[src/rtl/if_fetch_ctrl.sv]
// if_fetch_ctrl: IF-stage fetch controller.
//
// Holds the fetch PC and picks the next PC from one of three sources: the ID-stage
// redirect, the branch target buffer prediction, or the sequential PC+4. The BTB
// prediction made for each fetched instruction (hit flag and predicted next PC) is
// carried through the IF/ID register so ID can resolve it against the real branch
// outcome. Resolved branches and mispredictions are counted in saturating counters.
//
// Ports:
//   clk, rst                  clock (rising edge), asynchronous active-low reset
//   stall_IF                  hold the PC register
//   stall_ID                  hold the IF/ID register; ID outcome not final while high
//   flush_ID                  inject a bubble into IF/ID
//   imem_inst                 instruction fetched at PC_IF (same cycle)
//   btb_hit, btb_pred_PC      BTB lookup result for PC_IF
//   is_Branch_ID, Branch_ID,  ID-stage branch/jump flag, taken flag and resolved target
//   Branch_Addr
//   PC_IF                     current fetch PC
//   PC_ID, inst_ID, valid_ID  IF/ID register contents
//   hit_ID, pred_PC_ID        prediction metadata for the ID instruction
//   mispredict, redirect_PC   combinational misprediction flag and corrected next PC
//   branch_cnt, mispred_cnt   saturating performance counters

module if_fetch_ctrl #(
  parameter logic [31:0] RESET_PC = 32'h0000_0000,
  parameter int unsigned CNT_W    = 32
) (
  input  logic             clk,
  input  logic             rst,
  input  logic             stall_IF,
  input  logic             stall_ID,
  input  logic             flush_ID,
  input  logic [31:0]      imem_inst,
  input  logic             btb_hit,
  input  logic [31:0]      btb_pred_PC,
  input  logic             is_Branch_ID,
  input  logic             Branch_ID,
  input  logic [31:0]      Branch_Addr,
  output logic [31:0]      PC_IF,
  output logic [31:0]      PC_ID,
  output logic [31:0]      inst_ID,
  output logic             valid_ID,
  output logic             hit_ID,
  output logic [31:0]      pred_PC_ID,
  output logic             mispredict,
  output logic [31:0]      redirect_PC,
  output logic [CNT_W-1:0] branch_cnt,
  output logic [CNT_W-1:0] mispred_cnt
);

  localparam logic [31:0] Nop = 32'h0000_0013;

  // State
  logic [31:0]      pc_q, pc_d;
  logic [31:0]      pc_id_q, pc_id_d;
  logic [31:0]      inst_id_q, inst_id_d;
  logic             valid_id_q, valid_id_d;
  logic             hit_id_q, hit_id_d;
  logic [31:0]      pred_pc_id_q, pred_pc_id_d;
  logic [CNT_W-1:0] branch_cnt_q, branch_cnt_d;
  logic [CNT_W-1:0] mispred_cnt_q, mispred_cnt_d;

  // ID-stage resolution
  logic        resolve;
  logic        taken;
  logic        pred_taken_wrong;
  logic        wrong_target;
  logic        missed_taken;
  logic        mispredict_w;
  logic [31:0] redirect_w;
  logic [31:0] pc_seq;
  logic [31:0] pc_id_seq;

  always_comb begin
    pc_seq           = pc_q + 32'd4;
    pc_id_seq        = pc_id_q + 32'd4;
    // Outcome is only final once ID is no longer stalled.
    resolve          = valid_id_q && !stall_ID;
    taken            = is_Branch_ID && Branch_ID;
    pred_taken_wrong = hit_id_q && !taken;
    wrong_target     = hit_id_q && taken && (Branch_Addr != pred_pc_id_q);
    missed_taken     = !hit_id_q && taken;
    mispredict_w     = resolve && (pred_taken_wrong || wrong_target || missed_taken);
    // Only the target-related cases fetch from Branch_Addr; everything else falls
    // through to the instruction after the one in ID.
    redirect_w       = (wrong_target || missed_taken) ? Branch_Addr : pc_id_seq;
  end

  // Next fetch PC: redirect beats stall beats prediction beats sequential.
  always_comb begin
    pc_d = pc_seq;
    if (mispredict_w) begin
      pc_d = redirect_w;
    end else if (stall_IF) begin
      pc_d = pc_q;
    end else if (btb_hit) begin
      pc_d = btb_pred_PC;
    end
  end

  // IF/ID register next state.
  always_comb begin
    pc_id_d      = pc_id_q;
    inst_id_d    = inst_id_q;
    valid_id_d   = valid_id_q;
    hit_id_d     = hit_id_q;
    pred_pc_id_d = pred_pc_id_q;
    if (mispredict_w || flush_ID) begin
      // Squash the wrong-path (or flushed) fetch; flush overrides stall_ID.
      pc_id_d      = pc_q;
      inst_id_d    = Nop;
      valid_id_d   = 1'b0;
      hit_id_d     = 1'b0;
      pred_pc_id_d = 32'h0;
    end else if (stall_ID) begin
      // Hold all fields.
    end else if (stall_IF) begin
      // The PC is held, so the same fetch reappears next cycle; pass a bubble now
      // to avoid issuing it twice.
      pc_id_d      = pc_q;
      inst_id_d    = Nop;
      valid_id_d   = 1'b0;
      hit_id_d     = 1'b0;
      pred_pc_id_d = 32'h0;
    end else begin
      pc_id_d      = pc_q;
      inst_id_d    = imem_inst;
      valid_id_d   = 1'b1;
      hit_id_d     = btb_hit;
      pred_pc_id_d = btb_hit ? btb_pred_PC : pc_seq;
    end
  end

  // Saturating performance counters.
  always_comb begin
    branch_cnt_d  = branch_cnt_q;
    mispred_cnt_d = mispred_cnt_q;
    if (resolve && is_Branch_ID && (branch_cnt_q != '1)) begin
      branch_cnt_d = branch_cnt_q + CNT_W'(1);
    end
    if (mispredict_w && (mispred_cnt_q != '1)) begin
      mispred_cnt_d = mispred_cnt_q + CNT_W'(1);
    end
  end

  always_ff @(posedge clk or negedge rst) begin
    if (!rst) begin
      pc_q          <= RESET_PC;
      pc_id_q       <= 32'h0;
      inst_id_q     <= Nop;
      valid_id_q    <= 1'b0;
      hit_id_q      <= 1'b0;
      pred_pc_id_q  <= 32'h0;
      branch_cnt_q  <= '0;
      mispred_cnt_q <= '0;
    end else begin
      pc_q          <= pc_d;
      pc_id_q       <= pc_id_d;
      inst_id_q     <= inst_id_d;
      valid_id_q    <= valid_id_d;
      hit_id_q      <= hit_id_d;
      pred_pc_id_q  <= pred_pc_id_d;
      branch_cnt_q  <= branch_cnt_d;
      mispred_cnt_q <= mispred_cnt_d;
    end
  end

  assign PC_IF       = pc_q;
  assign PC_ID       = pc_id_q;
  assign inst_ID     = inst_id_q;
  assign valid_ID    = valid_id_q;
  assign hit_ID      = hit_id_q;
  assign pred_PC_ID  = pred_pc_id_q;
  assign mispredict  = mispredict_w;
  assign redirect_PC = redirect_w;
  assign branch_cnt  = branch_cnt_q;
  assign mispred_cnt = mispred_cnt_q;

endmodule
[config.mk]
export PLATFORM = sky130hd
export DESIGN_NAME = if_fetch_ctrl
export DESIGN_NICKNAME = d
export VERILOG_FILES = /design/src/rtl/if_fetch_ctrl.sv
export SDC_FILE = /design/constraint.sdc
export NUM_CORES = 1
export LEC_CHECK = 0
export ABC_AREA = 1
export CORE_MARGIN = 3
export CORE_UTILIZATION = 40
export CTS_CLUSTER_DIAMETER = 60
export DETAILED_ROUTE_END_ITERATION = 7
export PLACE_DENSITY = 0.68
export SYNTH_ARGS = -nofsm -noshare
export SYNTH_HDL_FRONTEND = slang
export SYNTH_SLANG_ARGS = --single-unit
[constraint.sdc]
create_clock -name clk -period 3.2 [get_ports clk]
set_input_delay 0.64 -clock clk [delete_from_list [all_inputs] [get_ports clk]]
set_output_delay 0.64 -clock clk [all_outputs]
set_load 0.01 [all_outputs]
# Word level (Yosys, flattened, before mapping)
# Index checks and enable logic that the tools add are counted.
classes:
  n_eq_ne: 5
  mux: 18
  addsub: 4
  reduce_logical: 17
op_table:
  columns: ["operator", "count"]
  rows:
  - ["$mux W32", 12]
  - ["$add A32 B1 Y32 const B", 2]
  - ["$add A32 B3 Y32 const B", 2]
  - ["$ne A32 B32 Y1 const B", 2]
  - ["$ne A32 B32 Y1", 1]
  - ["$logic_and A1 B1 Y1", 10]
  - ["$mux W1", 6]
  - ["$logic_or A1 B1 Y1", 4]
  - ["$ne A2 B1 Y1 const B", 2]
  - ["$logic_not A1 Y1", 3]
totals:
  reg_bits: 194
  out_inout_bits: 227
  inputBits: 104

# Logic depth before layout (Yosys ltp)
depth:
  ltp_word: 8
  depth_mapped: 16
  mapped_depth_nobuf: 14

# Worst setup path before layout
# No wires, ideal clock.
synth_path:
  kind: "input to output"
  from: "in Branch_Addr[17]"
  to: "out redirect_PC[11]"
  path_stages: 9
  arrival_ns: 1.814
  path_slack_ns: 0.746
  path_buffers: 2
  path_cell_list: "inv_1 > or2_2 > nand3_1 > nor2_1 > nand3_1 > o21bai_2 > buf_6 > buf_2 > o21ai_0"
synth_between:
  elab_chain_len: 4
synth_rtl:
  columns: ["element", "line_no", "text"]
  rows:
  - ["start: declaration", "38", "input logic [31:0] Branch_Addr,"]
  - ["$ne A32 B32 Y1", "81", "wrong_target = hit_id_q && taken && (Branch_Addr != pred_pc_id_q);"]
  - ["$logic_and A1 B1 Y1", "81", null]
  - ["$logic_or A1 B1 Y1", "86", "redirect_w = (wrong_target || missed_taken) ? Branch_Addr : pc_id_seq;"]
  - ["$mux W32", "86", null]
  - ["end: declaration", "46", "output logic [31:0] redirect_PC,"]
# Every way passes these cells.

# Worst setup path after layout
layout_path:
  from: "in Branch_Addr[25]"
  to: "out mispredict"
layout_between:
  elab_chain_len: 5
layout_rtl:
  columns: ["element", "line_no", "text"]
  rows:
  - ["$ne A32 B32 Y1", "81", null]
  - ["$logic_and A1 B1 Y1", "81", null]
  - ["$logic_or A1 B1 Y1 (2 in series)", "83", "mispredict_w = resolve && (pred_taken_wrong || wrong_target || missed_taken);"]
  - ["$logic_and A1 B1 Y1", "83", null]
  - ["end: declaration", "45", "output logic mispredict,"]
# Every way passes these cells.

==> results.sh <==
export IMPL_status="finished with violations"
export IMPL_violations="DRC"
export IMPL_clock_path_buffers=2
export IMPL_die_x_microns=181.6
export IMPL_path_class="in -> out"
export IMPL_critical_path_arrival_ns=2.52
export IMPL_holdCritPathClass="in -> async"
export IMPL_final_nets=2310
export IMPL_critical_path_required_ns=2.56
export IMPL_grt_max_degree=112
export IMPL_tns_ns=0
export IMPL_seqPwrFrac_pct=40.8
export IMPL_drc=1
export IMPL_grt_pass1_vias=13550
export IMPL_rsz0062_at_grt="yes"
export IMPL_drt_total_wl_microns=50670
export IMPL_startpoint_type="input port"
export IMPL_yosysUniqueCellTypes=45
export IMPL_tightestPinTransition_ns=0.8241
export IMPL_yosys_area_top_type="dfrtp_1"
export IMPL_post_drt_wl_per_cell_microns=19.41
export IMPL_ys_async_sr_fraction_pct=100.0
export IMPL_overflow=0
export IMPL_dp_worst_setup_slack_ns=-0.6744
export IMPL_hold_ws_ns=0.2269
export IMPL_internal_power_mw=4.769
export IMPL_core_sq_mm=0.03003
export IMPL_tritoncts="built"
export IMPL_clockRootBuffer="clkbuf_16"
export IMPL_routabilityCongestion=0.9435
export IMPL_power_switching_mw=2.530
export IMPL_synth_xor_area_share_pct=7.032
export IMPL_vias_per_cell=5.282
export IMPL_p_leak_nw=8.600
export IMPL_io_pins=331
export IMPL_power_density_mw_per_mm2=414.2
export IMPL_finalCriticalPeriod_ns=3.157
export IMPL_final_cell_mix="nand2_1 (613), clkdlybuf4s50_1 (263), inv_1 (192)"
export IMPL_synth_seq_cells=194
export IMPL_antenna_found_initial=6
export IMPL_yosysSeqAreaShare_pct=39.40
export IMPL_drive_gt1_share_pct=12.55
export IMPL_rows=63
export IMPL_setup_viol=0
export IMPL_area_growth_pct=42.93
export IMPL_fin_ws_ns=0.04322
export IMPL_muxShareOfSynthArea_pct=0
export IMPL_finalCritPeriodShare_pct=98.65
export IMPL_synth_edff_count=0
export IMPL_clkLatencyLatePin_ns=0.44
export IMPL_crit_path_max_fanout=11
export IMPL_pwr_share_clk_pct=30.9
export IMPL_syn_nets=1913
export IMPL_drtAntennaViolNets=0
export IMPL_cts_max_level=4
export IMPL_hold_violations=0
export IMPL_total_power_mw=7.299
export IMPL_numCtsBuffers=17
export IMPL_fmax_ghz=0.3168
export IMPL_vias=13790
export IMPL_io_buffers=330
export IMPL_post_synth_cell_area_avg_sq_um=6.831
export IMPL_synthTopCellsByArea="dfrtp_1 (39%), nand2_1 (19%), inv_1 (6.1%)"
export IMPL_synth_compound_area_share_pct=5.439
export IMPL_dieArea_sq_mm=0.03297
export IMPL_irDropWorstVdd_mv=0.3264
export IMPL_final_util_pct=58.68
export IMPL_fillers=2856
export IMPL_ys_dominant_reg_cell="dfrtp_1"
export IMPL_power_frac_comb_pct=28.3
export IMPL_track_usage_pct=30.14
export IMPL_grt_pass1_wl_microns=78450
export IMPL_clkSlewWorstSetupHoldPaths_ns=0.09
export IMPL_netlist_area_leader_share_pct=38.76
export IMPL_switching_share_pct=34.66
export IMPL_drt_first_pass_iters=8
export IMPL_synth_warnings=0
export IMPL_endpoint_kind="primary output"
export IMPL_clkSinkCount=194
export IMPL_dpl_hpwl_microns=37670
export IMPL_synthAdderAreaFrac_pct=0.4059
export IMPL_synth_simple_area_share_pct=38.38
export IMPL_synth_cells=1805
export IMPL_dr_first_iter_drc_count=1083
export IMPL_initial_utilization_pct=41.06
export IMPL_cap_violations=0
export IMPL_finClkSkew_ns=0.02230
export IMPL_die_h_microns=181.6
export IMPL_synth_area_sq_mm=0.01233
export IMPL_slew_headroom_pct=45.06
export IMPL_synth_top_family_by_area="simple AND/OR/NAND/NOR gates"
export IMPL_drv_slew=0
export IMPL_final_common_cell="nand2_1"
final cells by class:
class	instances	area, sq um	area share (%)
Multi-Input combinational cell	1330	6578	37.32
Timing Repair Buffer	454	4319	24.51
Tap cell	390	488.0	2.769
Inverter	205	769.5	4.366
Clock buffer	18	429.2	2.435
Antenna cell	5	12.51	0.07099
Sequential cell	194	4860	27.57
Clock inverter	14	168.9	0.9584
cells by family (layout without fill, tap and decap cells):
logic type,after synthesis,count (layout)
and+or+nand+nor,1105,1105
buffers and inverters,281,691
DFF,194,194
AOI/OAI and AO/OA,122,122
xor gates and xnor gates,99,99
adders and majority gates,4,4
other,0,5
per-stage QoR:
stage,instances,cell area (sq um)
final,2610,17620
after global placement,2546,16620
after detailed placement,2546,16620
after global routing,2609,17620
after floorplan,1805,12330
after CTS,2598,17580
sequential cells by signal, summed over array words and instances, names as in the netlist:
name / count
PC_ID: 32
PC_IF: 32
branch_cnt: 32
hit_ID: 1
inst_ID: 32
mispred_cnt: 32
pred_PC_ID: 32
valid_ID: 1
power groups by stage:
| stage | clock (mW) | combinational (mW) | sequential (mW) |
|---|---|---|---|
| after floorplan | 0 | 0.724 | 3.03 |
| after global placement | 0 | 1.99 | 3.01 |
| after detailed placement | 0 | 2.00 | 3.02 |
| after CTS | 2.30 | 2.05 | 2.97 |
| after global routing | 2.40 | 2.23 | 3.01 |
| final | 2.26 | 2.06 | 2.98 |
per-layer routing:
metal  share of wire, %  vias up  GRT usage [%]
met3                6.6      113          4.667
met2                 47      593          49.20
met4                4.5        2          12.64
li1                   -     6528              -
met5              0.026        -              0
met1                 42     6551          39.98
critical path, cell delays in order:
cell             delay [ns]
clkdlybuf4s15_1        0.25
xor2_2                 0.37
nor2_2                 0.09
nand3_2                0.16
o21bai_4               0.10
buf_6                  0.14
buf_12                 0.15
buf_4                  0.15
a21oi_4                0.18
clkdlybuf4s15_1        0.27
synth_stat cells, drive strengths merged (3+ instances only):
cell type and instances:
xnor2 29, ha 4, nor3b 4, nand2 636
nor2 178, or2 5, o21ai 82, dfstp 3
nand3 122, o21a 7, buf 40, clkbuf 36
nand3b 10, o21bai 3, nor4 14, nor3 46
inv 204, nand4 88, a21oi 23, xor2 70
dfrtp 191
repair_timing:
| action | CTS | global route |
|---|---|---|
| hold buffers | 0 | 0 |
| setup endpoints to repair | 33 | 33 |
| cloned | 5 | 0 |
| resized for setup | 217 | 49 |
| setup buffers | 16 | 9 |
| pin swaps | 36 | 15 |
final timing paths:
| check | startpoint | to | slack, ns | cells after the start |
|---|---|---|---|---|
| hold / removal | rst | PC_ID[1] | 0.23 | 1 |
| setup reg to reg | pred_PC_ID[25] | mispred_cnt[19] | 0.42 | 12 |
| hold reg to reg | inst_ID[1] | inst_ID[1] | 0.48 | 2 |
| min in group clk | inst_ID[1] | inst_ID[1] | 0.48 | 2 |
| max in group asynchronous | rst | pred_PC_ID[27] | 2.10 | 2 |
| setup / recovery | Branch_Addr[25] | mispredict | 0.04 | 10 |
No activity file was read; power rests on OpenSTA's default activity.
